==> config.mk <==
export PLATFORM = sky130hd
export DESIGN_NAME = imm_gen_pipe
export DESIGN_NICKNAME = d
export VERILOG_FILES = /design/src/rtl/imm_pkg.sv /design/src/rtl/imm_extract.sv /design/src/rtl/imm_gen_pipe.sv
export SDC_FILE = /design/constraint.sdc
export NUM_CORES = 1
export LEC_CHECK = 0
export BUFFER_PORTS_ARGS = -buffer_cell sky130_fd_sc_hd__buf_2
export CORE_UTILIZATION = 49
export DETAILED_ROUTE_END_ITERATION = 10
export GPL_TIMING_DRIVEN = 0
export MAX_ROUTING_LAYER = met4
export PLACE_DENSITY_LB_ADDON = 0.1
export SYNTH_ARGS = -nofsm -noshare
export SYNTH_HDL_FRONTEND = slang
export SYNTH_SLANG_ARGS = --single-unit
==> constraint.sdc <==
create_clock -name clk -period 1.5 [get_ports clk]
set_input_delay 0.3 -clock clk [delete_from_list [all_inputs] [get_ports clk]]
set_output_delay 0.3 -clock clk [all_outputs]
set_load 0.05 [all_outputs]
==> src/rtl/imm_pkg.sv <==
// Shared types for the immediate generator: format select encoding and buffer depth.
// Latency/backpressure: n/a (package only).
// Imported by imm_extract and imm_gen_pipe.
package imm_pkg;

    typedef enum logic [2:0] {
        IMM_I   = 3'd0,
        IMM_S   = 3'd1,
        IMM_B   = 3'd2,
        IMM_J   = 3'd3,
        IMM_U   = 3'd4,
        IMM_Z   = 3'd5,
        IMM_SH  = 3'd6,
        IMM_BAD = 3'd7
    } imm_sel_e;

    localparam int IMM_BUF_DEPTH = 2;

endpackage

==> src/rtl/imm_extract.sv <==
// Combinational immediate extraction/extension for all formats, XLEN 32 or 64.
// Latency: 0 cycles (pure combinational).
// Backpressure: none; the enclosing buffer handles flow control.
module imm_extract
    import imm_pkg::*;
#(
    parameter int XLEN = 32
) (
    input  logic [31:0]     Instruction,
    input  logic [2:0]      Imm_Ctrl,
    output logic [XLEN-1:0] Immediate,
    output logic            illegal
);

    // Sign-extended formats are built as a signed 32-bit value, then widened to XLEN.
    logic signed [31:0] sx;
    logic        [5:0]  zx;
    logic               use_z;

    always_comb begin
        sx      = '0;
        zx      = '0;
        use_z   = 1'b0;
        illegal = 1'b0;
        case (imm_sel_e'(Imm_Ctrl))
            IMM_I:   sx = {{20{Instruction[31]}}, Instruction[31:20]};
            IMM_S:   sx = {{20{Instruction[31]}}, Instruction[31:25], Instruction[11:7]};
            IMM_B:   sx = {{19{Instruction[31]}}, Instruction[31], Instruction[7],
                           Instruction[30:25], Instruction[11:8], 1'b0};
            IMM_J:   sx = {{11{Instruction[31]}}, Instruction[31], Instruction[19:12],
                           Instruction[20], Instruction[30:21], 1'b0};
            IMM_U:   sx = {Instruction[31:12], 12'b0};
            IMM_Z: begin
                use_z = 1'b1;
                zx    = {1'b0, Instruction[19:15]};
            end
            IMM_SH: begin
                use_z = 1'b1;
                zx    = (XLEN == 64) ? Instruction[25:20] : {1'b0, Instruction[24:20]};
            end
            default: illegal = 1'b1;
        endcase
        Immediate = use_z ? XLEN'(zx) : XLEN'(sx);
    end

endmodule

==> src/rtl/imm_gen_pipe.sv <==
// Immediate generator with 2-entry skid buffer between ID and EX; IMM_ILLEGAL_EN adds out_illegal.
// Latency: 1 cycle from accept to out_valid; full throughput with out_ready held high.
// Backpressure: in_ready is registered and drops only when both entries are occupied.
module imm_gen_pipe
    import imm_pkg::*;
#(
    parameter int XLEN  = 32,
    parameter int TAG_W = 32
) (
    input  logic             clk,
    input  logic             rst_n,
    input  logic             flush,
    input  logic             in_valid,
    output logic             in_ready,
    input  logic [31:0]      Instruction,
    input  logic [2:0]       Imm_Ctrl,
    input  logic [TAG_W-1:0] in_tag,
    output logic             out_valid,
    input  logic             out_ready,
    output logic [XLEN-1:0]  Immediate,
    output logic [TAG_W-1:0] out_tag
`ifdef IMM_ILLEGAL_EN
    ,
    output logic             out_illegal
`endif
);

    if (XLEN != 32 && XLEN != 64) begin : g_bad_xlen
        $error("imm_gen_pipe: XLEN must be 32 or 64");
    end

    localparam logic [1:0] ST_EMPTY = 2'd0;
    localparam logic [1:0] ST_ONE   = 2'd1;
    localparam logic [1:0] ST_FULL  = 2'd2;

    typedef struct packed {
        logic [XLEN-1:0]  imm;
        logic [TAG_W-1:0] tag;
`ifdef IMM_ILLEGAL_EN
        logic             ill;
`endif
    } ent_t;

    logic [XLEN-1:0] new_imm;
    ent_t            ent_new;
    ent_t            ent_q [IMM_BUF_DEPTH];
    ent_t            head;
    logic            wr_ptr, rd_ptr;
    logic [1:0]      state, state_nxt;
    logic            accept, pop;

`ifdef IMM_ILLEGAL_EN
    logic new_ill;

    imm_extract #(.XLEN(XLEN)) u_extract (
        .Instruction (Instruction),
        .Imm_Ctrl    (Imm_Ctrl),
        .Immediate   (new_imm),
        .illegal     (new_ill)
    );
`else
    imm_extract #(.XLEN(XLEN)) u_extract (
        .Instruction (Instruction),
        .Imm_Ctrl    (Imm_Ctrl),
        .Immediate   (new_imm),
        .illegal     ()
    );
`endif

    always_comb begin
        ent_new     = '0;
        ent_new.imm = new_imm;
        ent_new.tag = in_tag;
`ifdef IMM_ILLEGAL_EN
        ent_new.ill = new_ill;
`endif
    end

    assign accept = in_valid & in_ready;
    assign pop    = out_valid & out_ready;

    always_comb begin
        state_nxt = state;
        case (state)
            ST_EMPTY: if (accept) state_nxt = ST_ONE;
            ST_ONE: begin
                if (accept && !pop)      state_nxt = ST_FULL;
                else if (pop && !accept) state_nxt = ST_EMPTY;
            end
            ST_FULL:  if (pop) state_nxt = ST_ONE;
            default:  state_nxt = ST_EMPTY;
        endcase
    end

    // Flush wins over accept/pop: pointers realign and the offered entry is dropped.
    always_ff @(posedge clk or negedge rst_n) begin
        if (!rst_n) begin
            state    <= ST_EMPTY;
            wr_ptr   <= 1'b0;
            rd_ptr   <= 1'b0;
            in_ready <= 1'b1;
            for (int i = 0; i < IMM_BUF_DEPTH; i++) ent_q[i] <= '0;
        end else if (flush) begin
            state    <= ST_EMPTY;
            wr_ptr   <= 1'b0;
            rd_ptr   <= 1'b0;
            in_ready <= 1'b1;
        end else begin
            if (accept) begin
                ent_q[wr_ptr] <= ent_new;
                wr_ptr        <= ~wr_ptr;
            end
            if (pop) rd_ptr <= ~rd_ptr;
            state    <= state_nxt;
            in_ready <= (state_nxt != ST_FULL);
        end
    end

    assign head      = ent_q[rd_ptr];
    assign out_valid = (state != ST_EMPTY);
    assign Immediate = head.imm;
    assign out_tag   = head.tag;
`ifdef IMM_ILLEGAL_EN
    assign out_illegal = head.ill;
`endif

endmodule

==> run summary <==
# setup viols final: 194
pre-CTS WS: -0.315 ns
critical path fanouts, max: 10
Worst Path Buf+Inv: 2
status: complete, but fails checks
Tmin final: 1.97 ns
Slew HR: 0.630
# rows: 40
Crit Path Category: register to primary output
failing checks: setup timing
cell taking the most area after synthesis: dfrtp_1
most common cell after layout, fill and taps aside: dfrtp_1
CTS Buf Count: 17
Root Buffer: clkbuf_16
placed cell areas: 7310 µm²
slowest cell delay on critical path: 0.43 ns
Hold Path Class: input pin to register
I/O pins: 138
diodes inserted: 0
dpl hpwl: 10,500 µm
number of global-route vias before repair: 5,392
Netlist Area Pre-Place: 6210 µm²
syn_nets: 660
nets: 853
die height: 115 µm
antenna violations before repair: 0
most frequent cells in the layout: dfrtp_1, buf_2, buf_6
initial drt markers: 324
Yosys reg bits: 133
fillers: 662
Max Transition Viols Final: 0
share of cells above drive strength 1: 0.620
Sequential cell area: 3330 µm²
P per Cell Area: 1490 nW/µm²
first-pass GRT wire length: 28,200 µm
FMAX: 507 MHz
worst vdd ir: 1150 µV
Worst Path Required: 1.20 ns
area grow syn2layout: 61.1%
Final Skew: 0.00834 ns
main area contributors after synthesis: dfrtp_1, mux2_2, nand2_1
1st-pass router iterations: 7
detailed-route DRC error count: 0
area used by multi-input combinational logic: 3510 µm²
Static Leak: 0.00479 µW
Setup WS post-layout: -0.472 ns
WL final: 19,200 µm
pin count of the biggest net entering global routing: 79
crit share post-route: 1.31
post-synth cell types: 35
GRT Util Overall: 0.297
Ys Warns: 0
H-tree depth: 4
Final ANT Viol Nets: 0
via count: 5,328
average wire per standard cell: 20.0 µm
Post-Synthesis Cells: 588
latest clock arrival within the worst-skew pair: 0.41 ns
Initial Util: 0.511
Avg Vias per Cell: 5.54
critical path capture point type: primary output
die width: 115 µm
Sink Count: 133
Routability Congestion: 0.848
port bufs: 129
Slew @ Worst Pin: 0.555 ns
Worst path slowest cell: dfrtp_2
Hold Fails Final Rpt: 0
Arr. time, crit path: 1.67 ns
die area: 13,100 µm²
largest buffer count on any clock path: 2
clock-pin slew on the worst setup and hold paths: 0.06 ns
share of the yosys chip area belonging to registers: 0.536
Max Cap Violations: 0
grt total ovfl: 0
syn_area_per_cell: 10.6 µm²
post-route cell area: 10,000 µm²
CP delay by family, top: buffers and inverters
Util after Layout: 0.823
share of the synthesized area in the top cell type: 0.532
Setup crit start kind: register
CTS tree: built
cells along the critical path: buf_4, mux2_2, buf_2
RSZ-0062 raised after global routing: yes
total core area: 12,200 µm²
==> where the power goes <==
group	leakage [µW]	total [µW]	switching [µW]	internal [µW]
Clock	0.000280	4240	1570	2660
Combinational	0.00283	5500	2940	2560
Sequential	0.00168	5140	691	4440
==> cells by family after synthesis <==
logic type      count (synthesis)  share of synthesized area
flops                         133                      0.536
simple gates                  193                      0.128
buf+inv                        43                     0.0399
mux                           107                      0.193
xor+xnor                        3                    0.00725
compound gates                109                     0.0957
==> routing by layer <==
metal | track usage | wire, µm | vias up
met5 | - | 0 | -
met4 | 0.119 | 461 | 0
met3 | 0.0731 | 1100 | 41
met2 | 0.471 | 9850 | 181
met1 | 0.367 | 7790 | 2705
li1 | - | - | 2401
==> Yosys cell counts, drive strengths merged <==
cell type,number
or2,1
a22oi,4
nor3,2
nand3b,2
nor2b,5
nand2b,8
clkbuf,19
o21ai,65
mux2,101
a211o,1
nor2,3
a21oi,29
buf,23
and2,1
dfrtp,132
inv,1
xor2,3
and2b,1
nand4b,2
nand2,166
o22a,8
a211oi,1
a21o,1
dfstp,1
nand3,1
or3,1
mux2i,6
==> timing repair <==
action / CTS / global route
gates cloned: 13 / 5
resized for setup: 319 / 147
endpoints found under the hold margin: 54 / 0
endpoints found under the setup margin: 194 / 194
buffers inserted: 27 / 7
hold buffers: 1 / 0
pin swaps: 66 / 16
==> cell type report <==
cell class                      count  share of cell area
Multi-Input combinational cell    412               0.350
Timing Repair Buffer              178               0.183
Clock buffer                       21              0.0450
Buffer                             38              0.0518
Sequential cell                   133               0.333
Inverter                            1            0.000375
Tap cell                          168              0.0210
Clock inverter                     11              0.0151
==> stage by stage <==
step | TNS (ns) | instances | hold WS [ns] | total power (µW)
detailed placement | -35.86 | 886 | 0.304 | 8890
finish | -45.71 | 962 | 0.0967 | 14900
CTS | -47.87 | 957 | 0.0833 | 14200
floorplan | -20.53 | 588 | 0.00441 | 8040
global route | -51.04 | 962 | 0.0878 | 15500
global placement | -245.11 | 885 | 0.450 | 8730
==> path summary, 6_finish.rpt <==
check	from	endpoint	slack [ns]	cells past startpoint
setup / recovery	rd_ptr$_DFFE_PN0P_	Immediate[23]	-0.47	3
hold / removal	in_tag[0]	ent_q[64]$_DFFE_PN0P_	0.1	3
setup reg to reg	in_ready$_DFF_PN1_	ent_q[119]$_DFFE_PN0P_	-0.20	7
hold reg to reg	ent_q[64]$_DFFE_PN0P_	ent_q[64]$_DFFE_PN0P_	0.48	2
max in group asynchronous	rst_n	rd_ptr$_DFFE_PN0P_	0.27	3
min in group asynchronous	rst_n	ent_q[101]$_DFFE_PN0P_	0.43	2
==> state kept, by name, summed over array words and instances, names as in the netlist <==
register and count:
ent_q 128, state 2, in_ready 1, rd_ptr 1, wr_ptr 1
==> worst min-delay path, stage by stage <==
cell and delay, ns:
buf_2 0.09, nand2_1 0.04, nand2_1 0.05
(Power assumes the default switching activity.)
